--- config.mk ---
export PLATFORM = sky130hd
export DESIGN_NAME = deserializer_frame_unit
export DESIGN_NICKNAME = d
export VERILOG_FILES = /design/src/rtl/deserializer_frame_unit.sv
export SDC_FILE = /design/constraint.sdc
export NUM_CORES = 1
export LEC_CHECK = 0
export CAP_MARGIN = 25
export CORE_MARGIN = 2
export CORE_UTILIZATION = 46
export DETAILED_ROUTE_END_ITERATION = 8
export PLACE_DENSITY = 0.68
export SLEW_MARGIN = 20
export SYNTH_ARGS = -nofsm -noshare
export SYNTH_HDL_FRONTEND = slang
export SYNTH_SLANG_ARGS = --single-unit
--- constraint.sdc ---
create_clock -name CLK -period 3.55 [get_ports CLK]
set_input_delay 0.355 -clock CLK [delete_from_list [all_inputs] [get_ports CLK]]
set_output_delay 0.355 -clock CLK [all_outputs]
set_load 0.05 [all_outputs]
--- src/rtl/deserializer_frame_unit.sv ---
// Serial-to-parallel frame receiver: collects N_WORDS*WORD_W bits MSB-first after a START
// marker and holds the recovered frame until the consumer acknowledges it.
module deserializer_frame_unit #(
    parameter  int WORD_W  = 32,
    parameter  int N_WORDS = 8,
    localparam int F       = N_WORDS * WORD_W,
    localparam int BW      = $clog2(WORD_W),
    localparam int WW      = $clog2(N_WORDS)
) (
    input  logic          CLK,
    input  logic          RESET,
    input  logic          SERIAL_IN,
    input  logic          BIT_VALID,
    input  logic          START,
    input  logic          OUT_ACK,
    input  logic          CLR_OVR,
    output logic [F-1:0]  PAR_OUT,
    output logic          OUT_VALID,
    output logic          BUSY,
    output logic          OVERRUN,
    output logic          ABORT,
    output logic [BW-1:0] BIT_COUNT,
    output logic [WW-1:0] WORD_COUNT
);

    typedef enum logic {IDLE = 1'b0, SHIFT = 1'b1} state_t;

    state_t        state_reg, state_next;
    logic [F-1:0]  shift_reg, shift_next;
    logic [F-1:0]  par_reg, par_next;
    logic [BW-1:0] bit_cnt_reg, bit_cnt_next;
    logic [WW-1:0] word_cnt_reg, word_cnt_next;
    logic          out_valid_reg, out_valid_next;
    logic          overrun_reg, overrun_next;
    logic          abort_reg, abort_next;
    logic          busy_comb;

    logic          start_bit;
    logic          shift_bit;
    logic          last_bit;
    logic          load_frame;
    logic [F-1:0]  frame_word;

    // A START bit always begins a new frame, so it takes priority over ordinary shifting.
    assign start_bit  = BIT_VALID && START;
    assign shift_bit  = BIT_VALID && !START && (state_reg == SHIFT);
    assign last_bit   = shift_bit && (bit_cnt_reg == BW'(WORD_W - 1))
                                  && (word_cnt_reg == WW'(N_WORDS - 1));
    assign frame_word = {shift_reg[F-2:0], SERIAL_IN};
    // An acknowledge on the completing edge frees the output register for the new frame.
    assign load_frame = last_bit && (!out_valid_reg || OUT_ACK);

    // FSM: state register
    always_ff @(posedge CLK or negedge RESET) begin
        if (!RESET) begin
            state_reg <= IDLE;
        end else begin
            state_reg <= state_next;
        end
    end

    // FSM: next-state logic
    always_comb begin
        state_next = state_reg;
        case (state_reg)
            IDLE:    if (start_bit) state_next = SHIFT;
            SHIFT:   if (start_bit) state_next = SHIFT;
                     else if (last_bit) state_next = IDLE;
            default: state_next = IDLE;
        endcase
    end

    // FSM: outputs
    always_comb begin
        busy_comb = (state_reg == SHIFT);
    end

    always_comb begin
        shift_next     = shift_reg;
        bit_cnt_next   = bit_cnt_reg;
        word_cnt_next  = word_cnt_reg;
        par_next       = par_reg;
        out_valid_next = out_valid_reg;
        overrun_next   = overrun_reg;
        abort_next     = start_bit && (state_reg == SHIFT);

        if (start_bit) begin
            shift_next    = {{(F-1){1'b0}}, SERIAL_IN};
            bit_cnt_next  = BW'(1);
            word_cnt_next = '0;
        end else if (last_bit) begin
            shift_next    = '0;
            bit_cnt_next  = '0;
            word_cnt_next = '0;
        end else if (shift_bit) begin
            shift_next = frame_word;
            if (bit_cnt_reg == BW'(WORD_W - 1)) begin
                bit_cnt_next  = '0;
                word_cnt_next = word_cnt_reg + WW'(1);
            end else begin
                bit_cnt_next  = bit_cnt_reg + BW'(1);
            end
        end

        if (load_frame) begin
            par_next       = frame_word;
            out_valid_next = 1'b1;
        end else if (OUT_ACK) begin
            out_valid_next = 1'b0;
        end

        // Set beats clear when a drop and CLR_OVR land on the same edge.
        if (last_bit && out_valid_reg && !OUT_ACK) begin
            overrun_next = 1'b1;
        end else if (CLR_OVR) begin
            overrun_next = 1'b0;
        end
    end

    always_ff @(posedge CLK or negedge RESET) begin
        if (!RESET) begin
            shift_reg     <= '0;
            par_reg       <= '0;
            bit_cnt_reg   <= '0;
            word_cnt_reg  <= '0;
            out_valid_reg <= 1'b0;
            overrun_reg   <= 1'b0;
            abort_reg     <= 1'b0;
        end else begin
            shift_reg     <= shift_next;
            par_reg       <= par_next;
            bit_cnt_reg   <= bit_cnt_next;
            word_cnt_reg  <= word_cnt_next;
            out_valid_reg <= out_valid_next;
            overrun_reg   <= overrun_next;
            abort_reg     <= abort_next;
        end
    end

    assign PAR_OUT    = par_reg;
    assign OUT_VALID  = out_valid_reg;
    assign BUSY       = busy_comb;
    assign OVERRUN    = overrun_reg;
    assign ABORT      = abort_reg;
    assign BIT_COUNT  = bit_cnt_reg;
    assign WORD_COUNT = word_cnt_reg;

endmodule

==> tab_implementation.tex <==
\begin{tabular}{lr}
\hline
Metric & Value \\
\hline
\multicolumn{2}{l}{\textbf{Synthesis}} \\
\quad Count of flip-flops with a built-in enable after synthesis & 0 \\
\quad Sequential-to-total area share from yosys stat & 0.651 \\
\quad Register bit total from synthesis & 523 \\
\quad Warning count from the yosys run & 0 \\
\quad Syn Inst Count & 1708 \\
\quad Netlist Area Pre-Place & 20100 um\^{}2 \\
\quad Most instantiated flip-flop cell in the synthesis netlist & sky130\_fd\_sc\_hd\_\_dfrtp\_1 \\
\quad Mean instance size in the synthesized netlist & 11.8 um\^{}2 \\
\quad Share of flip-flops with an asynchronous set or reset & 1.00 \\
\quad Synthesized net count & 1719 \\
\quad Distinct cell type count after synthesis & 29 \\
\multicolumn{2}{l}{\textbf{CTS}} \\
\quad Deepest level of the CTS H-tree & 2 \\
\quad TritonCTS Sinks & 523 \\
\quad CTS Root Cell & sky130\_fd\_sc\_hd\_\_clkbuf\_16 \\
\quad TritonCTS clock tree & yes \\
\quad Clk\_lat worst skew & 0.59 ns \\
\quad Clock Tree Buf Depth & 3 \\
\quad Clock transition at the register clock pins on the worst setup and hold paths after CTS & 0.06 ns \\
\quad TritonCTS Buffers & 53 \\
\multicolumn{2}{l}{\textbf{Cells and area}} \\
\quad Fraction of layout instances using a drive strength above 1 & 0.191 \\
\quad Ant. Diodes & 0 \\
\quad Fin nets & 1966 \\
\quad Post-route non-filler standard cell count & 2584 \\
\quad Flip-flop count of the largest register after layout & 256 \\
\quad Layout overhead on the synthesized area & 25.9\% \\
\multicolumn{2}{l}{\textbf{Critical path}} \\
\quad R2R depth & 8 \\
\quad Capture point of the worst path & PAR\_OUT[0] \\
\quad Crit path DAT & 3.40 ns \\
\quad Launching element type of the critical path & flop \\
\quad Worst R2R Start & BIT\_COUNT[0] \\
\quad Reg-to-Reg End & PAR\_OUT[0] \\
\quad Kind of critical path & flop to flop \\
\quad CP required & 4.00 ns \\
\quad Worst setup path startpoint & BIT\_COUNT[0] \\
\quad Crit end category & flop \\
\quad Register-to-register setup slack & 0.60 ns \\
\quad Critical path peak fanout & 51 \\
\multicolumn{2}{l}{\textbf{Global routing}} \\
\quad Sum of overflow across all layers after global routing & 0 \\
\quad Combined global-route utilization of all metal layers & 0.196 \\
\quad Maximum number of pins on one net before global-route repair & 181 \\
\quad Via count of the first global-routing pass & 13179 \\
\quad Antenna violations before repair & 0 \\
\quad Global-route wire length before repair & 71300 um \\
\multicolumn{2}{l}{\textbf{Timing}} \\
\quad Final-report hold violation count & 0 \\
\quad Final worst clock skew & 0.0258 ns \\
\quad Min Tclk post-route & 2.95 ns \\
\quad Setup TNS Final & 0 ns \\
\quad Final max-slew violation count & 0 \\
\quad Actual transition at the worst max-transition pin & 0.880 ns \\
\quad RSZ-0062 raised after global routing & no \\
\quad Slew Limit Headroom & 0.413 \\
\quad Number of failing setup endpoints in the final timing report & 0 \\
\quad Top achievable clock speed & 0.339 GHz \\
\quad Final cycle utilization of the critical path & 0.831 \\
\multicolumn{2}{l}{\textbf{Place}} \\
\quad Placed cells & 2484 \\
\quad Buffers added on ports & 274 \\
\quad Weighted congestion reported at the end of routability-driven placement & 0.765 \\
\quad HPWL reported at the end of detailed placement & 27100 um \\
\multicolumn{2}{l}{\textbf{Pwr}} \\
\quad VDD IR-drop max & 362 uV \\
\quad P\_leak & 11.5 nW \\
\quad Power density cells & 482 nW/um\^{}2 \\
\multicolumn{2}{l}{\textbf{Floorplanning}} \\
\quad Row cnt & 76 \\
\quad I/O pin cnt & 275 \\
\quad Floorplan die area & 45400 um\^{}2 \\
\quad Core area & 43100 um\^{}2 \\
\quad Initial standard-cell utilization of the core & 0.467 \\
\quad Die width & 213 um \\
\quad Vertical die dimension & 213 um \\
\multicolumn{2}{l}{\textbf{Route}} \\
\quad DRT antenna net count & 0 \\
\quad Wire length per cell & 17.0 um \\
\quad Initial DRT Pass Iterations & 5 \\
\quad Vias per std cell & 5.12 \\
\quad Vias after detailed routing & 13223 \\
\quad DRC viols & 0 \\
\quad Total detailed-routing wirelength & 43900 um \\
\quad Violation count after the first detailed-routing iteration & 1036 \\
\multicolumn{2}{l}{\textbf{Job}} \\
\quad Reported max-cap violation count & 0 \\
\multicolumn{2}{l}{\textbf{Outcome}} \\
\quad Status & finished clean \\
\multicolumn{2}{l}{\textbf{Worst hold path}} \\
\quad Min-delay worst type & input pin to flop \\
\hline
\end{tabular}
[power by group]
part           switching (mW)  internal, mW  total, mW
registers              0.0189          5.98       6.00
clock network            2.28          3.49       5.77
logic                   0.333        0.0898      0.423
total                    2.63          9.56       12.2
[worst min path at each step]
stage | from | end | slack [ns] | cells after the start
after global routing | CLR_OVR | OVERRUN | 0.38 | 2
after detailed placement | RESET | shift_reg[136] | 0.49 | 1
after CTS | CLR_OVR | OVERRUN | 0.35 | 2
after floorplan | RESET | ABORT | 0.06 | 0
after global placement | RESET | PAR_OUT[136] | 0.49 | 1
final | CLR_OVR | OVERRUN | 0.39 | 2
[final cells by class]
class / count / area (um^2)
Clock inverter: 19 / 228
Tap cell: 585 / 732
Timing Repair Buffer: 307 / 3240
Inverter: 2 / 7.51
Clock buffer: 80 / 1610
Multi-Input combinational cell: 1068 / 6400
Sequential cell: 523 / 13100
Fill cell: 3513 / 17800
[synth_stat cells, types with 3 or more instances]
library cell	n	area (um^2)
sky130_fd_sc_hd__buf_4	7	52.6
sky130_fd_sc_hd__mux2_2	256	2880
sky130_fd_sc_hd__dfrtp_1	523	13100
sky130_fd_sc_hd__ha_1	4	50.1
sky130_fd_sc_hd__and3_1	3	18.8
sky130_fd_sc_hd__nand3_1	7	35.0
sky130_fd_sc_hd__buf_6	20	225
sky130_fd_sc_hd__buf_1	15	56.3
sky130_fd_sc_hd__clkbuf_1	60	225
sky130_fd_sc_hd__buf_2	13	65.1
sky130_fd_sc_hd__o21ai_0	6	30.0
sky130_fd_sc_hd__a21oi_1	256	1280
sky130_fd_sc_hd__nand2_1	517	1940
[kinds of logic after synthesis]
logic type / count (synthesis) / share of synthesized area
buf+inv: 117 / 0.0314
simple gates: 540 / 0.104
fa+ha+maj: 4 / 0.00249
flops: 523 / 0.651
compound gates: 268 / 0.0675
mux: 256 / 0.143
[cells in the final DEF (no fill, tap or decap), types with 3 or more instances in the layout]
cell type | netlist | layout
sky130_fd_sc_hd__clkbuf_1 | 60 | 11
sky130_fd_sc_hd__clkinv_2 | 0 | 12
sky130_fd_sc_hd__nand2_1 | 517 | 517
sky130_fd_sc_hd__bufinv_16 | 0 | 5
sky130_fd_sc_hd__o21ai_0 | 6 | 6
sky130_fd_sc_hd__ha_1 | 4 | 4
sky130_fd_sc_hd__a21oi_1 | 256 | 256
sky130_fd_sc_hd__and3_1 | 3 | 3
sky130_fd_sc_hd__nand3_1 | 7 | 7
sky130_fd_sc_hd__dfrtp_1 | 523 | 523
sky130_fd_sc_hd__clkdlybuf4s50_1 | 0 | 273
sky130_fd_sc_hd__clkbuf_8 | 0 | 14
sky130_fd_sc_hd__buf_4 | 7 | 13
sky130_fd_sc_hd__buf_12 | 0 | 19
sky130_fd_sc_hd__mux2_2 | 256 | 256
sky130_fd_sc_hd__clkbuf_16 | 0 | 55
[repair_timing]
action,CTS,global route
hold endpoints to repair,99,0
resized for setup,0,0
hold buffers,1,0
setup buffers,0,0
[worst max-delay path, cell delays in order, from the launching register on]
cell and delay, ns:
sky130_fd_sc_hd__dfrtp_1 0.42, sky130_fd_sc_hd__ha_1 0.21, sky130_fd_sc_hd__and3_1 0.17, sky130_fd_sc_hd__ha_1 0.38
sky130_fd_sc_hd__nand2_1 0.18, sky130_fd_sc_hd__nor3b_4 0.34, sky130_fd_sc_hd__buf_12 0.33, sky130_fd_sc_hd__buf_4 0.36
sky130_fd_sc_hd__mux2_2 0.38
[metrics by stage]
stage	util	setup slack (ns)	cell area [um^2]	hold WS (ns)	total power [mW]
after global routing	0.587	0.417	25300	0.378	12.6
after CTS	0.587	0.618	25300	0.348	12.3
after detailed placement	0.544	0.646	23500	0.494	6.54
final	0.587	0.600	25300	0.387	12.2
after global placement	0.544	0.766	23500	0.490	6.53
after floorplan	-	1.17	20100	0.0594	6.29
[layer usage]
layer	track usage	vias up	share of wire
li1	-	6188	-
met1	0.273	6694	0.44
met2	0.304	279	0.48
met3	0.0516	62	0.063
met4	0.0567	0	0.020
met5	0	-	0
Note: power is estimated with default switching activity, not from simulation.
